`config.mk`:
```
export PLATFORM = sky130hd
export DESIGN_NAME = cla_nibble_serial_adder
export DESIGN_NICKNAME = d
export VERILOG_FILES = /design/src/rtl/cla_nibble_serial_adder_pkg.sv /design/src/rtl/cla_nibble_serial_adder_cla4_slice.sv /design/src/rtl/cla_nibble_serial_adder.sv
export SDC_FILE = /design/constraint.sdc
export NUM_CORES = 1
export LEC_CHECK = 0
export BUFFER_PORTS_ARGS = -buffer_cell sky130_fd_sc_hd__buf_4
export CORE_MARGIN = 2
export CORE_UTILIZATION = 35
export CTS_CLUSTER_DIAMETER = 100
export CTS_CLUSTER_SIZE = 24
export DETAILED_ROUTE_END_ITERATION = 7
export SLEW_MARGIN = 20
export SYNTH_ARGS = -nofsm -noshare
export SYNTH_HDL_FRONTEND = slang
export SYNTH_HIERARCHICAL = 1
export SYNTH_SLANG_ARGS = --single-unit
```
`constraint.sdc`:
```
create_clock -name clk -period 3.3 [get_ports clk]
set_clock_uncertainty 0.2 [all_clocks]
set_input_delay 0.495 -clock clk [delete_from_list [all_inputs] [get_ports clk]]
set_output_delay 0.495 -clock clk [all_outputs]
set_load 0.02 [all_outputs]
```
`src/rtl/cla_nibble_serial_adder_pkg.sv`:
```
// Shared types and constants for the nibble-serial CLA adder.
package cla_nibble_serial_adder_pkg;

    typedef enum logic [1:0] {
        ST_IDLE = 2'd0,
        ST_RUN  = 2'd1,
        ST_DONE = 2'd2
    } state_t;

    localparam int NIB_W = 4;

    function automatic int nib_count(input int width);
        return width / NIB_W;
    endfunction

endpackage

```
`src/rtl/cla_nibble_serial_adder_cla4_slice.sv`:
```
// Combinational 4-bit carry-lookahead slice: every carry is built directly
// from generate/propagate terms and cin, with no ripple between bits.
module cla4_slice (
    input  logic [3:0] i_a,
    input  logic [3:0] i_b,
    input  logic       i_cin,
    output logic [3:0] o_s,
    output logic       o_cout
);

    logic [3:0] w_g;
    logic [3:0] w_p;
    logic       w_c1;
    logic       w_c2;
    logic       w_c3;
    logic       w_c4;

    assign w_g = i_a & i_b;
    assign w_p = i_a ^ i_b;

    assign w_c1 = w_g[0] | (w_p[0] & i_cin);
    assign w_c2 = w_g[1] | (w_p[1] & w_g[0]) | (w_p[1] & w_p[0] & i_cin);
    assign w_c3 = w_g[2] | (w_p[2] & w_g[1]) | (w_p[2] & w_p[1] & w_g[0])
                | (w_p[2] & w_p[1] & w_p[0] & i_cin);
    assign w_c4 = w_g[3] | (w_p[3] & w_g[2]) | (w_p[3] & w_p[2] & w_g[1])
                | (w_p[3] & w_p[2] & w_p[1] & w_g[0])
                | (w_p[3] & w_p[2] & w_p[1] & w_p[0] & i_cin);

    assign o_s    = w_p ^ {w_c3, w_c2, w_c1, i_cin};
    assign o_cout = w_c4;

endmodule

```
`src/rtl/cla_nibble_serial_adder.sv`:
```
// WIDTH-bit adder that reuses one 4-bit CLA slice, one nibble per clock,
// least significant nibble first; approx mode drops inter-nibble carries.
//
// state | meaning
// IDLE  | in_ready high, waiting for an operation
// RUN   | one nibble per edge through the shared slice, idx 0..NIB-1
// DONE  | out_valid high, sum/cout held until out_ready
module cla_nibble_serial_adder
    import cla_nibble_serial_adder_pkg::*;
#(
    parameter int WIDTH = 16,
    parameter int NIB   = nib_count(WIDTH)
) (
    input  logic             clk,
    input  logic             rst,
    input  logic             in_valid,
    output logic             in_ready,
    input  logic [WIDTH-1:0] a,
    input  logic [WIDTH-1:0] b,
    input  logic             approx,
    output logic             out_valid,
    input  logic             out_ready,
    output logic [WIDTH-1:0] sum,
    output logic             cout
);

    localparam int IDX_W = (NIB > 1) ? $clog2(NIB) : 1;
    localparam logic [IDX_W-1:0] IDX_LAST = IDX_W'(NIB - 1);

    state_t           r_state;
    logic [WIDTH-1:0] r_a;
    logic [WIDTH-1:0] r_b;
    logic             r_approx;
    logic [IDX_W-1:0] r_idx;
    logic             r_carry;
    logic [WIDTH-1:0] r_sum;
    logic             r_cout;
    logic             r_in_ready;
    logic             r_out_valid;

    logic [3:0]       w_a_nib;
    logic [3:0]       w_b_nib;
    logic             w_cin;
    logic [3:0]       w_s_nib;
    logic             w_slice_cout;

    assign w_a_nib = r_a[r_idx*NIB_W +: NIB_W];
    assign w_b_nib = r_b[r_idx*NIB_W +: NIB_W];
    assign w_cin   = r_approx ? 1'b0 : r_carry;

    cla4_slice u_slice (
        .i_a    (w_a_nib),
        .i_b    (w_b_nib),
        .i_cin  (w_cin),
        .o_s    (w_s_nib),
        .o_cout (w_slice_cout)
    );

    always_ff @(posedge clk) begin
        if (rst) begin
            r_state     <= ST_IDLE;
            r_a         <= '0;
            r_b         <= '0;
            r_approx    <= 1'b0;
            r_idx       <= '0;
            r_carry     <= 1'b0;
            r_sum       <= '0;
            r_cout      <= 1'b0;
            r_in_ready  <= 1'b1;
            r_out_valid <= 1'b0;
        end else begin
            case (r_state)
                ST_IDLE: begin
                    if (in_valid) begin
                        r_a        <= a;
                        r_b        <= b;
                        r_approx   <= approx;
                        r_carry    <= 1'b0;
                        r_idx      <= '0;
                        r_in_ready <= 1'b0;
                        r_state    <= ST_RUN;
                    end
                end
                ST_RUN: begin
                    r_sum[r_idx*NIB_W +: NIB_W] <= w_s_nib;
                    r_carry <= r_approx ? 1'b0 : w_slice_cout;
                    // idx returns to zero here so it never exceeds NIB-1
                    if (r_idx == IDX_LAST) begin
                        r_idx       <= '0;
                        r_cout      <= r_approx ? 1'b0 : w_slice_cout;
                        r_out_valid <= 1'b1;
                        r_state     <= ST_DONE;
                    end else begin
                        r_idx <= r_idx + IDX_W'(1);
                    end
                end
                ST_DONE: begin
                    if (out_ready) begin
                        r_out_valid <= 1'b0;
                        r_in_ready  <= 1'b1;
                        r_state     <= ST_IDLE;
                    end
                end
                default: begin
                    r_out_valid <= 1'b0;
                    r_in_ready  <= 1'b1;
                    r_state     <= ST_IDLE;
                end
            endcase
        end
    end

    assign in_ready  = r_in_ready;
    assign out_valid = r_out_valid;
    assign sum       = r_sum;
    assign cout      = r_cout;

endmodule
```
==> qor.tcl <==
set qor(outcome) {completed}
set qor(setup.worst_path.end_class) {register}
set qor(max_cap_violations) 0
set qor(grt_start_max_net_pins) 56
set qor(synth_async_sr_flop_share_pct) 0
set qor(cts_buffers) 9
set qor(synth.yosys.seq_area_share_pct) 43.7
set qor(die_h_um) 90.4
set qor(synth-seq-cells) 57
set qor(worstRegToRegCells) 7
set qor(worstPathRequired_ns) 3.37
set qor(route.detailed.vias_per_inst) 4.78
set qor(vias) 2124
set qor(drtAntennaViolNets) 0
set qor(report.final.setup_viol) 0
set qor(root_buffer) {clkbuf_8}
set qor(syn-instance-count) 289
set qor(setup.reg_to_reg.worst_slack_ns) 0.36
set qor(horiz_die_dim_um) 90.4
set qor(place_worst_setup_slack_ns) 0.269
set qor(cts_setup_buffers) 0
set qor(fin_ws_ns) 0.357
set qor(worst_slew_pin_slew_ns) 0.586
set qor(placement_rows) 31
set qor(portBuffers) 55
set qor(die_area_mm2) 0.00817
set qor(fp.coreArea_mm2) 0.00725
set qor(synth-edff-count) 0
set qor(n_fill_cell) 759
set qor(drv_slew) 0
set qor(worstSetupStartpoint) {r_idx[0]}
set qor(insertedDiodeCount) 0
set qor(worstSetupEndpoint) {sum[3]}
set qor(grt_pass1_vias) 2013
set qor(cp_data_arrival_time_ns) 3.02
set qor(clk-insertion-delay-late_ns) 0.34
set qor(holdBufCountCts) 0
set qor(criticalPathCategory) {register to register}
set qor(post_cts_resize_count) 0
set qor(post-route-drc-count) 0
set qor(first_iter_violations) 86
set qor(ctsHtreeMaxLevel) 3
set qor(r2r-end) {sum[3]}
set qor(ff_latch_area_mm2) 0.00114
set qor(groute.usage.overall_pct) 14.4
set qor(syn-num-nets) 337
set qor(postSynthAreaPerCell_um2) 9.04
set qor(clk_sinks) 57
set qor(drt_pre_antenna_iters) 4
set qor(p_per_area_mw_per_mm2) 515
set qor(pin_count) 56
set qor(syn_to_final_growth_pct) 25.0
set qor(startpoint_type) {register}
set qor(holdCritPathClass) {input port to register}
set qor(fmaxAchievable_mhz) 340
set qor(setup_repair_after_global_routing_missed_its_margin) {false}
set qor(total_leakage_power_uw) 0.00132
set qor(final_layout_size_suffix_gt1_share_pct) 25.8
set qor(wire_length_of_the_first_global_routing_pass_um) 9370
set qor(place.gp.congestion) 0.812
set qor(wl_um) 5670
set qor(final_net_count) 388
set qor(slew-limit-headroom_pct) 60.9
set qor(final.setup.tns_ns) 0
set qor(cts_max_path_buffers) 2
set qor(dr_wl_cell_um) 12.8
set qor(dpl.hpwl_um) 3940
set qor(finalHoldViolCount) 0
set qor(globalRouteOverflowTotal) 0
set qor(clkSlewWorstSetupHoldPaths_ns) 0.07
set qor(regToRegStartpoint) {r_idx[0]}
set qor(vdd_ir_drop_max_v) 0.000234
set qor(ys_types) 36
set qor(multi_input_comb_area_mm2) 0.00131
set qor(crit_path_max_fanout) 10
set qor(synthesis.area_mm2) 0.00261
set qor(post-route-min-period_ns) 2.94
set qor(number_of_antenna_violations_at_the_first_check_in_global_routing) 0
set qor(period_share_pct) 89.2
set qor(synth_warnings) 6
set qor(post_synth_top_flop) {dfxtp_1}
set qor(cts_tree) {built}
set qor(starting_density_pct) 36.0
cell usage after synthesis, types with 2 or more instances:
cell type  count  area [um^2]
nand2_1       78          293
dfxtp_1       57         1140
a21oi_1       52          260
nand3_1       13         65.1
ha_1          10          125
buf_6          8         90.1
mux4_2         8          180
inv_1          7         26.3
nand2b_1       7         43.8
clkbuf_1       6         22.5
a22o_1         4         35.0
nand3b_1       4         30.0
nand4_1        4         25.0
a21o_1         3         22.5
and3b_1        2         17.5
buf_1          2         7.51
buf_4          2         15.0
nor2_1         2         7.51
nor2b_1        2         12.5
xnor2_1        2         17.5
critical path, stage by stage, from the launching register on:
cell	delay (ns)
dfxtp_1	0.69
mux4_2	0.61
ha_1	0.31
a21o_1	0.19
a31o_1	0.24
xor2_1	0.35
nand4_1	0.13
a21oi_1	0.16
where the power goes:
part / switching (uW) / total (uW) / internal, uW
Sequential: 24.7 / 742 / 717
Combinational: 101 / 189 / 88.5
Clock: 287 / 751 / 463
per-layer routing:
layer	up-vias	routed length, um	GRT usage (%)
met3	10	221	3.59
li1	1092	-	-
met5	-	0	0
met1	978	2780	18.8
met2	44	2550	22.2
met4	0	106	7.31
kinds of logic (layout without fill, tap and decap cells):
logic type      after synthesis  in the layout  synth area share (%)
fa+ha+maj                    11             11                  5.55
compound gates               63             63                  13.3
simple gates                121            121                  23.0
buf+inv                      25             81                  6.18
mux                           9              9                  7.28
flops                        57             57                  43.7
xor+xnor                      3              3                  1.01
how the worst min path moves through the flow:
| stage | from | endpoint | cells after the start | slack [ns] |
|---|---|---|---|---|
| finish | b[11] | r_b[11] | 3 | 0.19 |
| global route | a[7] | r_a[7] | 3 | 0.19 |
| CTS | b[11] | r_b[11] | 3 | 0.18 |
| detailed placement | sum[6] | sum[6] | 2 | 0.25 |
| global placement | sum[6] | sum[6] | 2 | 0.24 |
| floorplan | r_a[10] | r_a[10] | 2 | 0.23 |
per-stage QoR:
| step | power (uW) | cell area, um^2 | hold slack [ns] | instances | utilization, % |
|---|---|---|---|---|---|
| after global placement | 948 | 3040 | 0.243 | 428 | 41.9 |
| after global routing | 1750 | 3270 | 0.186 | 444 | 45.0 |
| final | 1680 | 3270 | 0.189 | 444 | 45.0 |
| after CTS | 1700 | 3270 | 0.175 | 444 | 45.0 |
| after detailed placement | 950 | 3040 | 0.248 | 428 | 41.9 |
| after floorplan | 887 | 2610 | 0.233 | 289 | - |
placed cells by master, fill, tap and decap left out:
cell type and n:
a21o_1 3, a21oi_1 52, a21oi_2 1, a22o_1 4, a31o_1 1, and2b_4 1, and3b_1 2, and3b_2 1
and4bb_2 1, buf_4 58, bufinv_16 2, clkbuf_8 11, clkinv_2 2, clkinvlp_4 1, dfxtp_1 57, fa_1 1
ha_1 10, inv_1 7, mux2i_1 1, mux4_2 8, nand2_1 78, nand2b_1 7, nand3_1 13, nand3b_1 4
nand4_1 4, nor2_1 2, nor2b_1 2, nor3_1 1, nor3b_4 1, nor4_4 1, nor4b_2 1, o21a_1 1
o21ai_1 1, or2_1 1, or3b_1 1, xnor2_1 2, xor2_1 1
flip-flops by register name, indices dropped and copies added, names as in the netlist:
name / flops
r_state: 2
cout: 1
r_idx: 2
r_approx: 1
in_ready: 1
r_a: 16
sum: 16
r_carry: 1
r_b: 16
out_valid: 1
final cells by class:
class | instances | share of cell area [%]
clock buffers | 11 | 4.63
well taps | 99 | 3.79
multi-input cells | 207 | 40.1
inverters | 7 | 0.804
repair buffers | 58 | 13.3
flip-flops and latches | 57 | 34.9
clock inverters | 5 | 2.37
Power figures use the tool's default switching activity.
